$ cat config.mk
export PLATFORM = sky130hd
export DESIGN_NAME = cordic_phase_gen
export DESIGN_NICKNAME = d
export VERILOG_FILES = /design/src/rtl/cordic_phase_gen.sv
export SDC_FILE = /design/constraint.sdc
export NUM_CORES = 1
export LEC_CHECK = 0
export CAP_MARGIN = 10
export CORE_MARGIN = 2
export CORE_UTILIZATION = 23
export DETAILED_ROUTE_END_ITERATION = 7
export HOLD_SLACK_MARGIN = 0.08
export PLACE_DENSITY = 0.41
export REMOVE_ABC_BUFFERS = 1
export SYNTH_ARGS = -nofsm -noshare
export SYNTH_HDL_FRONTEND = slang
export SYNTH_SLANG_ARGS = --single-unit
$ cat constraint.sdc
create_clock -name clk -period 4 [get_ports clk]
set_input_delay 0.6 -clock clk [delete_from_list [all_inputs] [get_ports clk]]
set_output_delay 0.6 -clock clk [all_outputs]
set_load 0.03 [all_outputs]
$ cat src/rtl/cordic_phase_gen.sv
// cordic_phase_gen
// Programmable phase-sweep generator that feeds the cordic angle input.
// A phase accumulator starts at a configured offset and advances by a
// configured step once per clock, for a configured number of samples.
// The top DW bits of the accumulator are presented on z_tgt.
//
// Ports:
//   clk        system clock, rising edge
//   rst_n      synchronous active-low reset
//   cfg_valid  config word present
//   cfg_ready  config accepted this cycle (IDLE only, low during reset)
//   cfg_step   phase increment per sample (AW bits)
//   cfg_offset starting phase (AW bits)
//   cfg_count  number of samples to emit (CW bits)
//   start      begin a sweep (honoured in IDLE only)
//   abort      terminate a running sweep, no done pulse
//   z_tgt      angle to the cordic, held outside a sweep
//   z_valid    z_tgt carries a sweep sample this cycle
//   busy       sweep in progress
//   done       one-cycle pulse after the last sample of a completed sweep
//
// Optional build macro: CORDIC_PG_DITHER_EN adds a 16-bit LFSR dither
// (taps 16,14,13,11, seed 0xACE1) to the phase before truncation.
module cordic_phase_gen #(
  parameter int DW = 7,
  parameter int AW = 16,
  parameter int CW = 16
) (
  input  logic          clk,
  input  logic          rst_n,
  input  logic          cfg_valid,
  output logic          cfg_ready,
  input  logic [AW-1:0] cfg_step,
  input  logic [AW-1:0] cfg_offset,
  input  logic [CW-1:0] cfg_count,
  input  logic          start,
  input  logic          abort,
  output logic [DW-1:0] z_tgt,
  output logic          z_valid,
  output logic          busy,
  output logic          done
);

  typedef enum logic [1:0] {
    ST_IDLE = 2'd0,
    ST_RUN  = 2'd1,
    ST_DONE = 2'd2
  } state_t;

  state_t        state_r;
  logic [AW-1:0] step_r;
  logic [AW-1:0] offset_r;
  logic [CW-1:0] count_r;
  logic [AW-1:0] acc_r;
  logic [CW-1:0] cnt_r;

  logic          xfer_s;
  logic [AW-1:0] eff_step_s;
  logic [AW-1:0] eff_offset_s;
  logic [CW-1:0] eff_count_s;
  logic [AW-1:0] acc_nxt_s;
  logic [DW-1:0] start_angle_s;
  logic [DW-1:0] run_angle_s;

  // Truncate a phase to the cordic angle width.
  function automatic logic [DW-1:0] to_angle(input logic [AW-1:0] ph);
    return ph[AW-1:AW-DW];
  endfunction

  // Config is only accepted in IDLE and never while reset is asserted.
  assign cfg_ready = rst_n & (state_r == ST_IDLE);

  // Effective config: a transfer in the same cycle as start takes priority.
  always_comb begin
    xfer_s = cfg_valid & cfg_ready;
    if (xfer_s) begin
      eff_step_s   = cfg_step;
      eff_offset_s = cfg_offset;
      eff_count_s  = cfg_count;
    end else begin
      eff_step_s   = step_r;
      eff_offset_s = offset_r;
      eff_count_s  = count_r;
    end
    acc_nxt_s = acc_r + step_r;
  end

`ifdef CORDIC_PG_DITHER_EN
  logic [15:0] lfsr_r;
  logic [15:0] dith_lfsr_s;

  // Fibonacci LFSR step, taps 16,14,13,11.
  function automatic logic [15:0] lfsr_next(input logic [15:0] v);
    return {v[14:0], v[15] ^ v[13] ^ v[12] ^ v[10]};
  endfunction

  // Dither source advances once per RUN cycle.
  always_ff @(posedge clk) begin
    if (!rst_n) begin
      lfsr_r <= 16'hACE1;
    end else if (state_r == ST_RUN) begin
      lfsr_r <= lfsr_next(lfsr_r);
    end else begin
      lfsr_r <= lfsr_r;
    end
  end

  // Samples formed in RUN use the value the LFSR moves to on that edge,
  // so every emitted sample sees a distinct dither word.
  always_comb begin
    if (state_r == ST_RUN) begin
      dith_lfsr_s = lfsr_next(lfsr_r);
    end else begin
      dith_lfsr_s = lfsr_r;
    end
    start_angle_s = to_angle(eff_offset_s + AW'(dith_lfsr_s[AW-DW-1:0]));
    run_angle_s   = to_angle(acc_nxt_s + AW'(dith_lfsr_s[AW-DW-1:0]));
  end
`else
  // Plain truncation of the undithered phase.
  always_comb begin
    start_angle_s = to_angle(eff_offset_s);
    run_angle_s   = to_angle(acc_nxt_s);
  end
`endif

  // Sweep control FSM with registered outputs; cnt_r counts samples still
  // to be shown including the one currently on z_tgt.
  always_ff @(posedge clk) begin
    if (!rst_n) begin
      state_r  <= ST_IDLE;
      step_r   <= {AW{1'b0}};
      offset_r <= {AW{1'b0}};
      count_r  <= {CW{1'b0}};
      acc_r    <= {AW{1'b0}};
      cnt_r    <= {CW{1'b0}};
      z_tgt    <= {DW{1'b0}};
      z_valid  <= 1'b0;
      busy     <= 1'b0;
      done     <= 1'b0;
    end else begin
      if (xfer_s) begin
        step_r   <= cfg_step;
        offset_r <= cfg_offset;
        count_r  <= cfg_count;
      end
      case (state_r)
        ST_IDLE: begin
          done    <= 1'b0;
          z_valid <= 1'b0;
          busy    <= 1'b0;
          if (start) begin
            if (eff_count_s != {CW{1'b0}}) begin
              state_r <= ST_RUN;
              acc_r   <= eff_offset_s;
              cnt_r   <= eff_count_s;
              z_tgt   <= start_angle_s;
              z_valid <= 1'b1;
              busy    <= 1'b1;
            end else begin
              state_r <= ST_DONE;
              done    <= 1'b1;
            end
          end
        end
        ST_RUN: begin
          if (abort) begin
            // Abort beats completion of the last sample.
            state_r <= ST_IDLE;
            z_valid <= 1'b0;
            busy    <= 1'b0;
          end else if (cnt_r == CW'(1)) begin
            state_r <= ST_DONE;
            cnt_r   <= {CW{1'b0}};
            z_valid <= 1'b0;
            busy    <= 1'b0;
            done    <= 1'b1;
          end else begin
            acc_r   <= acc_nxt_s;
            cnt_r   <= cnt_r - CW'(1);
            z_tgt   <= run_angle_s;
            z_valid <= 1'b1;
          end
        end
        ST_DONE: begin
          state_r <= ST_IDLE;
          done    <= 1'b0;
        end
        default: begin
          state_r <= ST_IDLE;
          z_valid <= 1'b0;
          busy    <= 1'b0;
          done    <= 1'b0;
        end
      endcase
    end
  end

endmodule

==> results.md <==
* Area growth, synth to finish at 22.9%
* PD cells at 470 mW/mm^2
* Design Area, Final at 0.00571 mm^2
* Crit path kind: primary input to output port
* Root buf cell: clkbuf_16
* Final Max Tran Viols at 0
* Largest net degree at the start of global routing at 66
* Critical path, cell by cell: clkdlybuf4s50_1, nand2b_1, nor2_1, clkdlybuf4s50_1
* # hold bufs at CTS at 0
* Final WS setup at 0.928 ns
* Skew-Pair Late Insertion Delay at 0.34 ns
* HPWL Detailed at 9.23 mm
* Critical path origin: rst_n
* Start of the worst register-to-register path: cnt_r[0]$_SDFFE_PN0P_
* Final hold viol count at 0
* WHS Path Cells at 2
* Total GRT Usage at 12.8%
* Die height at 146 um
* Total die area at 0.0214 mm^2
* Fin crit share at 76.8%
* Cells after Synth at 572
* CTS tree: done
* Vias per inst at 4.76
* Hold WS at 0.459 ns
* H-tree depth at 3
* Initial core utilization at 23.2%
* CTS Buf Count at 9
* Post-synthesis mux area share at 8.24%
* Element type at the critical path end: output port
* Worst Tran Pin Value at 1.04 ns
* Row count at 52
* Total iterations of the first detailed-routing run at 4
* Hold Path End: acc_r[0]$_SDFFE_PN0P_
* Share of layout cells above drive strength 1 at 5.52%
* Routability cong. at 0.787
* Count leader, synth: dfxtp_1
* Sequential share of the synthesized area at 36.6%
* Number of global-route vias before repair at 4,337
* Antenna-violating nets left at 0
* Antenna diode count at 0
* Area fraction in compound gates after synthesis at 21.2%
* Main combinational cell family by area after synthesis: simple AND/OR/NAND/NOR gates
* Total negative slack at 0 ns
* Post-Place Cell Area at 0.00544 mm^2
* Adder-cell area share of the yosys netlist at 5.01%
* Core Region at 0.0200 mm^2
* Simple-Gate Fraction of Synth Area at 22.0%
* Post-Synth XOR/XNOR Area at 1.13%
* First-pass GRT wire length at 22.0 mm
* Top-Level Pins at 64
* Top cell type's share of synthesized area at 36.6%
* Final period demand of the worst path at 3.07 ns
* Bufs on Longest Clock Path at 2
* Largest fanout on the critical path at 8
* Commonest cells in the netlist: dfxtp_1, nor2_1, nand2_1
* Wirelength, routed at 13.3 mm
* Clk slew on worst S/H paths at 0.06 ns
* Max-cap viol count at 0
* Total Power at 2.69 mW
* R2R Setup Slk at 1.13 ns
* Critical Path Most Common Cell: clkdlybuf4s50_1
* Worst hold path startpoint: acc_r[0]$_SDFFE_PN0P_
* Post-synth top flop: dfxtp_1
* Maximum vdd drop at 0.178 mV
* Mapped Area at 0.00465 mm^2
* Pre-CTS setup slack at 0.617 ns
* CTS resizes at 0
* Final Setup Violations at 0
* Share of synthesized registers carrying an async set or reset at 0%
* Max stage delay on crit path at 0.83 ns
* Worst path slowest cell: clkdlybuf4s50_1
* Die width at 146 um
* Tightest Hold Check Type: register to register
* Status: finished, final reports clean
* CTS Sinks at 85
* RSZ-0062 raised after global routing: no
* FMAX at 326 MHz
* Synthesized flop and latch total at 85
* FF-to-FF End: acc_r[6]$_SDFFE_PN0P_
* Fill cell count at 2,202
* Post-CTS Setup Bufs at 0
* Initial antenna violation count at 0
* Register-to-Register Path Depth at 7
* Worst Skew at 0.00634 ns
* CP Launch Type: primary input
* Vias post-DR at 4,219
* Starting DRT DRC Count at 351
* Relative slew slack at 31.0%
* Drt drc at 0
* Worst Path Required at 3.40 ns
* WL/cell at 15.0 um
* Post-synth EDFFs at 0
* Synth area leader: dfxtp_1
* Yosys warning total at 0
* Synth unique cells at 59
* Port Buffer Count at 63
* Leakage at 2.11 nW
* Largest cells by area after synthesis: dfxtp_1, mux2i_1, nor2_1, nand2_1, a21oi_1
* Global route total overflow at 0
* Mean Syn Cell Area at 8.13 um^2
* Nets@finish at 683
* WP data arrival at 2.47 ns
layout by cell type, fill, tap and decap left out, types with 4 or more instances in the layout:
| master | n |
|---|---|
| o31ai_1 | 8 |
| xnor2_1 | 4 |
| ha_1 | 17 |
| o32ai_1 | 4 |
| nor4_1 | 12 |
| nand2_1 | 65 |
| clkbuf_16 | 9 |
| nor2_1 | 77 |
| a211oi_1 | 9 |
| o22ai_1 | 4 |
| a21oi_1 | 45 |
| nor3_1 | 11 |
| clkbuf_1 | 4 |
| inv_1 | 9 |
| nand2b_1 | 8 |
| and3_1 | 5 |
| nor2b_1 | 5 |
| clkdlybuf4s50_1 | 63 |
| mux2i_1 | 36 |
| o21ai_0 | 41 |
| nand3_1 | 10 |
| buf_4 | 6 |
| o211ai_1 | 10 |
| nand4_1 | 4 |
| a31oi_1 | 8 |
| dfxtp_1 | 85 |
| or3_1 | 5 |
metal layers:
layer	vias to the layer above	global-route usage [%]	routed length, um
met3	13	3.34	705
met1	1982	15.5	6080
li1	2129	-	-
met2	95	22.3	6330
met4	0	3.45	172
met5	-	0	0
logic make-up (layout without fill, tap and decap cells):
logic type               after synthesis  after routing
AO/OA/AOI/OAI                        155            155
XOR/XNOR                               6              6
adder cells (fa/ha/maj)               18             18
buffers and inverters                 50             94
flip-flops                            85             85
multiplexers                          38             38
AND/OR/NAND/NOR                      220            220
metrics by stage:
stage	std cells	util, %
6_report	886	28.5
5_1_grt	886	28.5
4_1_cts	886	28.5
3_5_place_dp	871	27.1
3_3_place_gp	871	27.1
2_1_floorplan	532	-
report_power, final:
| group | total, mW | internal [mW] | switching (mW) |
|---|---|---|---|
| logic | 0.864 | 0.344 | 0.521 |
| clock network | 0.813 | 0.481 | 0.333 |
| registers | 1.01 | 0.939 | 0.0694 |
| total | 2.69 | 1.76 | 0.923 |
how the worst max path moves through the flow:
| stage | endpoint | slack (ns) | depth (start not counted) |
|---|---|---|---|
| 6_report | cfg_ready | 0.93 | 4 |
| 5_1_grt | z_tgt[2]$_SDFFE_PN0P_ | 0.79 | 7 |
| 4_1_cts | cfg_ready | 0.90 | 4 |
| 3_5_place_dp | acc_r[6]$_SDFFE_PN0P_ | 0.62 | 7 |
| 3_3_place_gp | z_tgt[0]$_SDFFE_PN0P_ | 0.69 | 7 |
| 2_1_floorplan | cnt_r[6]$_SDFFE_PN0P_ | -3.35 | 6 |
registers in the layout, summed over array words and instances (netlist names):
| name | count |
|---|---|
| acc_r | 9 |
| busy | 1 |
| cnt_r | 16 |
| count_r | 16 |
| done | 1 |
| offset_r | 16 |
| state_r | 2 |
| step_r | 16 |
| z_tgt | 7 |
| z_valid | 1 |
critical path: cells and delay by family:
| kind | cells | cell delay [ns] |
|---|---|---|
| AND/OR/NAND/NOR | 2 | 0.34 |
| buffers and inverters | 2 | 1.53 |
area by class of cell:
class | count | area [um^2] | share of cell area, %
Sequential cell | 85 | 1700 | 29.8
Tap cell | 270 | 338 | 5.91
Clock inverter | 2 | 35.0 | 0.613
Inverter | 10 | 37.5 | 0.657
Multi-Input combinational cell | 437 | 2690 | 47.0
Timing Repair Buffer | 69 | 676 | 11.8
Clock buffer | 13 | 240 | 4.20
(Power assumes the default switching activity.)
